===== src/rtl/cla_sub_pipe_16bit.sv =====
// 16-bit subtractor built as a four-stage pipeline of 4-bit carry-lookahead slices.
// Computes D = A + ~B + ~bin one nibble per stage with valid/ready flow control.
module cla_sub_pipe_16bit (
  input  logic        clk,
  input  logic        rst_n,
  input  logic        in_valid,
  output logic        in_ready,
  input  logic [15:0] A,
  input  logic [15:0] B,
  input  logic        bin,
  output logic        out_valid,
  input  logic        out_ready,
  output logic [15:0] D,
  output logic        bout,
  output logic        ovf,
  output logic        zero
);

  typedef struct packed {
    logic       cout;
    logic [3:0] sum;
  } cla4_t;

  // Group generate/propagate form the slice carry-out without rippling through the bits.
  function automatic cla4_t cla4(input logic [3:0] a, input logic [3:0] b, input logic cin);
    logic [3:0] p;
    logic [3:0] g;
    logic [3:0] c;
    logic       grpP;
    logic       grpG;
    cla4_t      r;
    p    = a ^ b;
    g    = a & b;
    c[0] = cin;
    c[1] = g[0] | (p[0] & cin);
    c[2] = g[1] | (p[1] & g[0]) | (p[1] & p[0] & cin);
    c[3] = g[2] | (p[2] & g[1]) | (p[2] & p[1] & g[0]) | (p[2] & p[1] & p[0] & cin);
    grpG = g[3] | (p[3] & g[2]) | (p[3] & p[2] & g[1]) | (p[3] & p[2] & p[1] & g[0]);
    grpP = &p;
    r.sum  = p ^ c;
    r.cout = grpG | (grpP & cin);
    return r;
  endfunction

  logic        advance;

  logic        v0_q, v1_q, v2_q, v3_q;
  logic        v0_d, v1_d, v2_d, v3_d;

  logic        carry0_q, carry1_q, carry2_q;
  logic        carry0_d, carry1_d, carry2_d;

  logic [3:0]  diff0_q, diff0_d;
  logic [7:0]  diff1_q, diff1_d;
  logic [11:0] diff2_q, diff2_d;

  logic [15:4]  opA0_q, opA0_d, opNb0_q, opNb0_d;
  logic [15:8]  opA1_q, opA1_d, opNb1_q, opNb1_d;
  logic [15:12] opA2_q, opA2_d, opNb2_q, opNb2_d;

  logic [15:0] diff3_q, diff3_d;
  logic        bout3_q, bout3_d;
  logic        ovf3_q, ovf3_d;
  logic        zero3_q, zero3_d;

  cla4_t s0, s1, s2, s3;

  assign advance  = out_ready | ~v3_q;
  assign in_ready = advance;

  assign s0 = cla4(A[3:0], ~B[3:0], ~bin);
  assign s1 = cla4(opA0_q[7:4], opNb0_q[7:4], carry0_q);
  assign s2 = cla4(opA1_q[11:8], opNb1_q[11:8], carry1_q);
  assign s3 = cla4(opA2_q[15:12], opNb2_q[15:12], carry2_q);

  // The last stage is cleared when its source is a bubble so outputs read 0 while invalid.
  always_comb begin
    v0_d     = in_valid & advance;
    v1_d     = v0_q;
    v2_d     = v1_q;
    v3_d     = v2_q;

    carry0_d = s0.cout;
    diff0_d  = s0.sum;
    opA0_d   = A[15:4];
    opNb0_d  = ~B[15:4];

    carry1_d = s1.cout;
    diff1_d  = {s1.sum, diff0_q};
    opA1_d   = opA0_q[15:8];
    opNb1_d  = opNb0_q[15:8];

    carry2_d = s2.cout;
    diff2_d  = {s2.sum, diff1_q};
    opA2_d   = opA1_q[15:12];
    opNb2_d  = opNb1_q[15:12];

    diff3_d  = '0;
    bout3_d  = 1'b0;
    ovf3_d   = 1'b0;
    zero3_d  = 1'b0;
    if (v2_q) begin
      diff3_d = {s3.sum, diff2_q};
      bout3_d = ~s3.cout;
      ovf3_d  = (opA2_q[15] ^ ~opNb2_q[15]) & (s3.sum[3] ^ opA2_q[15]);
      zero3_d = ({s3.sum, diff2_q} == 16'h0000);
    end
  end

  always_ff @(posedge clk or negedge rst_n) begin
    if (!rst_n) begin
      v0_q     <= 1'b0;
      v1_q     <= 1'b0;
      v2_q     <= 1'b0;
      v3_q     <= 1'b0;
      carry0_q <= 1'b0;
      carry1_q <= 1'b0;
      carry2_q <= 1'b0;
      diff0_q  <= '0;
      diff1_q  <= '0;
      diff2_q  <= '0;
      opA0_q   <= '0;
      opNb0_q  <= '0;
      opA1_q   <= '0;
      opNb1_q  <= '0;
      opA2_q   <= '0;
      opNb2_q  <= '0;
      diff3_q  <= '0;
      bout3_q  <= 1'b0;
      ovf3_q   <= 1'b0;
      zero3_q  <= 1'b0;
    end else if (advance) begin
      v0_q     <= v0_d;
      v1_q     <= v1_d;
      v2_q     <= v2_d;
      v3_q     <= v3_d;
      carry0_q <= carry0_d;
      carry1_q <= carry1_d;
      carry2_q <= carry2_d;
      diff0_q  <= diff0_d;
      diff1_q  <= diff1_d;
      diff2_q  <= diff2_d;
      opA0_q   <= opA0_d;
      opNb0_q  <= opNb0_d;
      opA1_q   <= opA1_d;
      opNb1_q  <= opNb1_d;
      opA2_q   <= opA2_d;
      opNb2_q  <= opNb2_d;
      diff3_q  <= diff3_d;
      bout3_q  <= bout3_d;
      ovf3_q   <= ovf3_d;
      zero3_q  <= zero3_d;
    end
  end

  assign out_valid = v3_q;
  assign D         = diff3_q;
  assign bout      = bout3_q;
  assign ovf       = ovf3_q;
  assign zero      = zero3_q;

endmodule


===== config.mk =====
export PLATFORM = sky130hd
export DESIGN_NAME = cla_sub_pipe_16bit
export DESIGN_NICKNAME = d
export VERILOG_FILES = /design/src/rtl/cla_sub_pipe_16bit.sv
export SDC_FILE = /design/constraint.sdc
export NUM_CORES = 1
export LEC_CHECK = 0
export CAP_MARGIN = 0
export CORE_ASPECT_RATIO = 2
export CORE_MARGIN = 4
export CORE_UTILIZATION = 59
export CTS_CLUSTER_SIZE = 40
export DETAILED_ROUTE_END_ITERATION = 8
export GPL_ROUTABILITY_DRIVEN = 0
export PLACE_DENSITY = 0.85
export SLEW_MARGIN = 30
export SYNTH_ARGS = -nofsm -noshare
export SYNTH_HDL_FRONTEND = slang
export SYNTH_SLANG_ARGS = --single-unit

===== constraint.sdc =====
create_clock -name clk -period 2.9 [get_ports clk]
set_input_delay 0.58 -clock clk [delete_from_list [all_inputs] [get_ports clk]]
set_output_delay 0.58 -clock clk [all_outputs]
set_load 0.03 [all_outputs]

* After elaboration in Yosys (flattened, before gate mapping)
Index checks and enable logic that the tools add are counted.
** Cells by class
- Add/sub/neg operators :: 0
- $mul :: 0
- Div/mod/pow operators :: 0
- Magnitude comparators :: 0
- Equal/unequal tests :: 0
- Shifts and indexed selects :: 0
- Mux-type cells :: 4
- Bitwise operators :: 123
- Reductions and logical operators :: 5
** Operators by type and width (count)
- $and 1x1->1 :: 62
- $or 1x1->1 :: 41
- $xor 4x4->4 :: 8
- $and 4x4->4 :: 4
- $logic_not 16->1 :: 1
- $mux 16 :: 1
- $reduce_and 4->1 :: 4
- $not 12->12 :: 1
- $not 1->1 :: 4
- $not 4->4 :: 1
- $mux 1 :: 3
- $xor 1x1->1 :: 2
** Storage, ports and cells
- Bits in registers :: 98
- Latch bits :: 0
- RAM bits :: 0
- ROM bits :: 0
- Input bits :: 37
- Logic and storage cells :: 152
- Memories kept :: 0

* Longest topological paths before layout
- Depth after elaboration :: 9
- Depth in mapped cells :: 7
- Depth with buffers taken out :: 7

* Worst setup path after synthesis
Ideal clock, no wire load.
- Path kind :: reg2out
- Start point :: register v3_q, in the netlist out_valid
- End point :: output in_ready
- Arrival time :: 1.471 ns
- Data required time :: 2.320 ns
- Path slack :: 0.849 ns
- Stages on the path, launching flop included :: 5
- Cell sequence :: dfrtp_1 -> nor2b_1 -> inv_1 -> clkbuf_1 -> clkbuf_1
** Between the ends
- Longest elaborated chain between the ends :: 2
** Ends and longest elaborated chain
- start: declaration :: line 47 : logic v0_q, v1_q, v2_q, v3_q;
- start signal: assignment :: line 136 : v3_q <= v3_d;
- $not 1->1 :: line 68 : assign advance = out_ready | ~v3_q;
- $or 1x1->1 :: line 68
- end: declaration :: line 7 : output logic in_ready,
No other way between the ends.

* Final worst setup path
- Start point :: input out_ready
- End point :: output in_ready
** Between the ends
- Longest elaborated chain between the ends :: 1
** Ends and longest elaborated chain
- start: declaration :: line 12 : input logic out_ready,
- $or 1x1->1 :: line 68
No other way between the ends.

==> results.txt <==
The clock tree skew after final layout is 0.00737 ns. The pin count of the biggest net entering global routing came out at 111. The synthesis-to-layout area growth is 21.6%. The number of buffers inserted during clock tree synthesis came out at 9. Input and output buffers added on the ports amount to 57. When the netlist entered floorplanning its net count stood at 508.

The ratio of final minimum period to clock period came out at 0.849. The remaining design rule violation count is 0. The slew at the pin with the worst max-slew slack came out at roughly 0.8 ns. The final HPWL from detailed placement is 4980 um. The number of fillers in the final layout came out at around 480.

The routed layout has 3,027 vias. The worst voltage drop across the vdd grid is 0.760 mV. The number of endpoints with negative hold slack in the final report came to 0. In this run the critical register-to-register path is captured at zero. The fraction of power spent switching nets is 0.373. The endpoint type of the worst setup path is an output port. The average instance in the mapped netlist occupies 9.35 sq um. The initial antenna violation count is 0. Summing all multi-input logic gate instances after layout gives 1630 sq um. The relative contribution of combinational cells to total power came out at 0.385. The violation count after the first detailed-route iteration came out at 267. The run finished with clean final reports. STA classifies the critical path startpoint as a primary input. The clock-pin transition on the worst setup and hold timing paths came out at about 0.060 ns. For this design the static power due to leakage is 2.55 nW.

Once layout is complete, the utilization of the core stands at 0.739. The clock reaches the later pin of the worst-skew pair after about 0.34 ns. The post-cts resize count came out at 0. The number of nets with antenna violations after routing came out at 0. The internal power is 3.45 mW. After synthesis the netlist holds a flip-flop and latch count of 98. The total area of sequential cells is 2450 sq um.

Using the TritonRoute via totals, the vias-per-cell ratio works out to 5.10. The endpoint arrival time on the critical path came out at 1.88 ns. The total power density per cell area came out at 1070 nW/um^2.

Synthesis handed over a netlist of 451 instances. The number of global-route vias before repair is 3,062. The proportion of power drawn by flip-flops and latches is 0.421. The clock sink count came out at between 90 and 100. The number of cells on the worst reg-to-reg path came out at 5. In this run the count of I/O pins placed on the die edge is 58.

The total power draw is 5.50 mW. For this design, the slowest cell found on the critical path is sky130_fd_sc_hd__clkdlybuf4s50_1. The post-synthesis cell area is 4220 sq um. The first-pass detailed-route iteration total is 4.

The Yosys step of the flow raised 0 warnings. The first global-routing pass estimated between 10,000 and 15,000 um of wire. The total die area came out at between 8000 and 9000 sq um.

The number of setup violations in the final report came out at 0. The minimum clock period came out at about 2.5 ns. The area of the core came out at 6940 sq um. The maximum clock path buffer count came out at 2. The worst setup path is of the in -> out kind. The reported net switching power came out at 2.05 mW. By instance count, the cell type seen most on the critical path is sky130_fd_sc_hd__clkdlybuf4s50_1. The most used flip-flop cell after synthesis is sky130_fd_sc_hd__dfrtp_1. Of the total power, the clock network draws 0.193. On the critical path the largest part of the delay comes from buffers and inverters. After global routing the overflow that remains totals 0. Counting flops with an async set or reset pin after synthesis yields a share of 1.00. Hold repair after CTS inserted 0 buffers. The critical path goes through clkdlybuf4s50_1 > nor2b_4 > clkinv_2 > clkdlybuf4s50_1.

The highest fanout seen on the critical path is 2. The count of flip-flops with a built-in enable after synthesis is 0. The tree is rooted in a sky130_fd_sc_hd__clkbuf_16. For this configuration, the core starts out at a cell density of 0.608. Of the cells placed in the final design, the portion with a size suffix greater than 1 is 0.0457.

The final number of max-transition violations is 0. The number of diodes added for antenna fixing is 0. The clock tree from TritonCTS is yes. The required time at the worst-slack endpoint came out at between 2 and 2.5 ns.

After synthesis, the netlist uses 34 different library cells. The largest stage delay on the critical path is 0.67 ns. The global routing usage summed across all routing layers came out at 0.207.

For flop-to-flop paths, the worst setup slack is 1.14 ns. The buffer count from post-CTS setup fixing is 0. The cell row count is between 40 and 50. The headroom to the max-slew limit came out at 0.474. The final layout net count is between 500 and 600. The post-synthesis sequential area ratio came out at 0.582.

The launching point of the worst reg2reg path is carry2_q. The number of H-tree levels is 3. The path class of the lowest-slack min-delay path is in -> async. The max capacitance violation total is 0. Together, buffers and inverters on the worst path number 3.

In the final routed layout, each cell accounts on average for 12.8 um. Setup repair after global routing left no endpoint under its margin. The die width came out at 67.8 um. The die boundary height came out at around 130 um. The setup TNS is 0 ns. The upper clock frequency limit is 406 MHz. The overall routed net length came out at around 7600 um.
## metal layers
| metal | up-vias | part of all wire | GRT usage |
|---|---|---|---|
| li1 | 1526 | - | - |
| met5 | - | 0 | 0 |
| met3 | 15 | 0.040 | 0.0493 |
| met4 | 0 | 0.031 | 0.0950 |
| met2 | 58 | 0.56 | 0.357 |
| met1 | 1428 | 0.37 | 0.233 |
## Yosys cell counts (all sizes together), types with 4 or more instances
cell	instances	area, sq um
dfrtp	98	2450
fa	4	80.1
nand2	192	721
nor2	18	67.6
inv	14	52.6
clkbuf	13	48.8
ha	16	200
xnor2	8	70.1
buf	10	41.3
o21ai	10	50.1
nand3	13	65.1
a21oi	24	124
## cells in the final DEF (no fill, tap or decap), types with 2 or more instances in the layout
cell type / n
sky130_fd_sc_hd__nand2_1: 192
sky130_fd_sc_hd__dfrtp_1: 98
sky130_fd_sc_hd__clkdlybuf4s50_1: 56
sky130_fd_sc_hd__a21oi_1: 23
sky130_fd_sc_hd__nor2_1: 18
sky130_fd_sc_hd__ha_1: 16
sky130_fd_sc_hd__inv_1: 13
sky130_fd_sc_hd__nand3_1: 13
sky130_fd_sc_hd__o21ai_0: 10
sky130_fd_sc_hd__clkbuf_16: 9
sky130_fd_sc_hd__xnor2_1: 8
sky130_fd_sc_hd__fa_1: 4
sky130_fd_sc_hd__a21o_1: 3
sky130_fd_sc_hd__xor2_1: 3
sky130_fd_sc_hd__nand3b_1: 3
sky130_fd_sc_hd__clkbuf_1: 3
sky130_fd_sc_hd__clkinv_2: 2
sky130_fd_sc_hd__o31ai_1: 2
sky130_fd_sc_hd__nand2b_1: 2
sky130_fd_sc_hd__o21bai_1: 2
sky130_fd_sc_hd__nor4_1: 2
sky130_fd_sc_hd__buf_4: 2
sky130_fd_sc_hd__buf_12: 2
## final cells by class
cell class,count,share of cell area
multi-input cells,316,0.318
well taps,90,0.0220
flip-flops and latches,98,0.478
clock buffers,13,0.0488
repair buffers,60,0.120
inverters,14,0.0105
clock inverters,2,0.00268
## logic make-up (layout without fill, tap and decap cells)
kind of cell | after synthesis | after routing | share of synthesized area
compound gates | 47 | 47 | 0.0683
fa+ha+maj | 20 | 20 | 0.0665
flops | 98 | 98 | 0.582
buf+inv | 37 | 89 | 0.0338
xor+xnor | 11 | 11 | 0.0229
simple gates | 238 | 238 | 0.227
## through the flow
step / hold slack (ns) / setup slack, ns / cells / cell area (sq um)
final: 0.165 / 0.437 / 593 / 5130
after global routing: 0.195 / 0.402 / 593 / 5130
after CTS: 0.181 / 0.409 / 593 / 5130
after detailed placement: 0.454 / 0.424 / 578 / 4860
after global placement: 0.449 / 0.419 / 578 / 4860
after floorplan: 0.284 / 0.849 / 451 / 4220
## power by group through the flow
stage / combinational (mW) / clock, mW / sequential (mW)
2_1_floorplan: 1.34 / 0 / 2.44
3_3_place_gp: 2.01 / 0 / 2.30
3_5_place_dp: 2.10 / 0 / 2.34
4_1_cts: 2.15 / 1.08 / 2.32
5_1_grt: 2.40 / 1.15 / 2.40
6_report: 2.12 / 1.06 / 2.32
## how the worst max path moves through the flow
stage	from	endpoint	slack (ns)	depth (start not counted)
floorplan	out_valid	in_ready	0.85	4
global placement	out_ready	in_ready	0.42	4
detailed placement	out_ready	in_ready	0.42	4
CTS	out_ready	in_ready	0.41	4
global route	out_ready	in_ready	0.40	4
finish	out_ready	in_ready	0.44	4
## registers in the layout, summed over array words and instances, names as in the netlist, 4 cells and up
name and flops:
opA1_q 8, opNb0_q 12, diff1_q 8, D 16, diff2_q 12, opNb1_q 8, opA2_q 4, opNb2_q 4
diff0_q 4, opA0_q 12
Note: power is estimated with default switching activity, not from simulation.
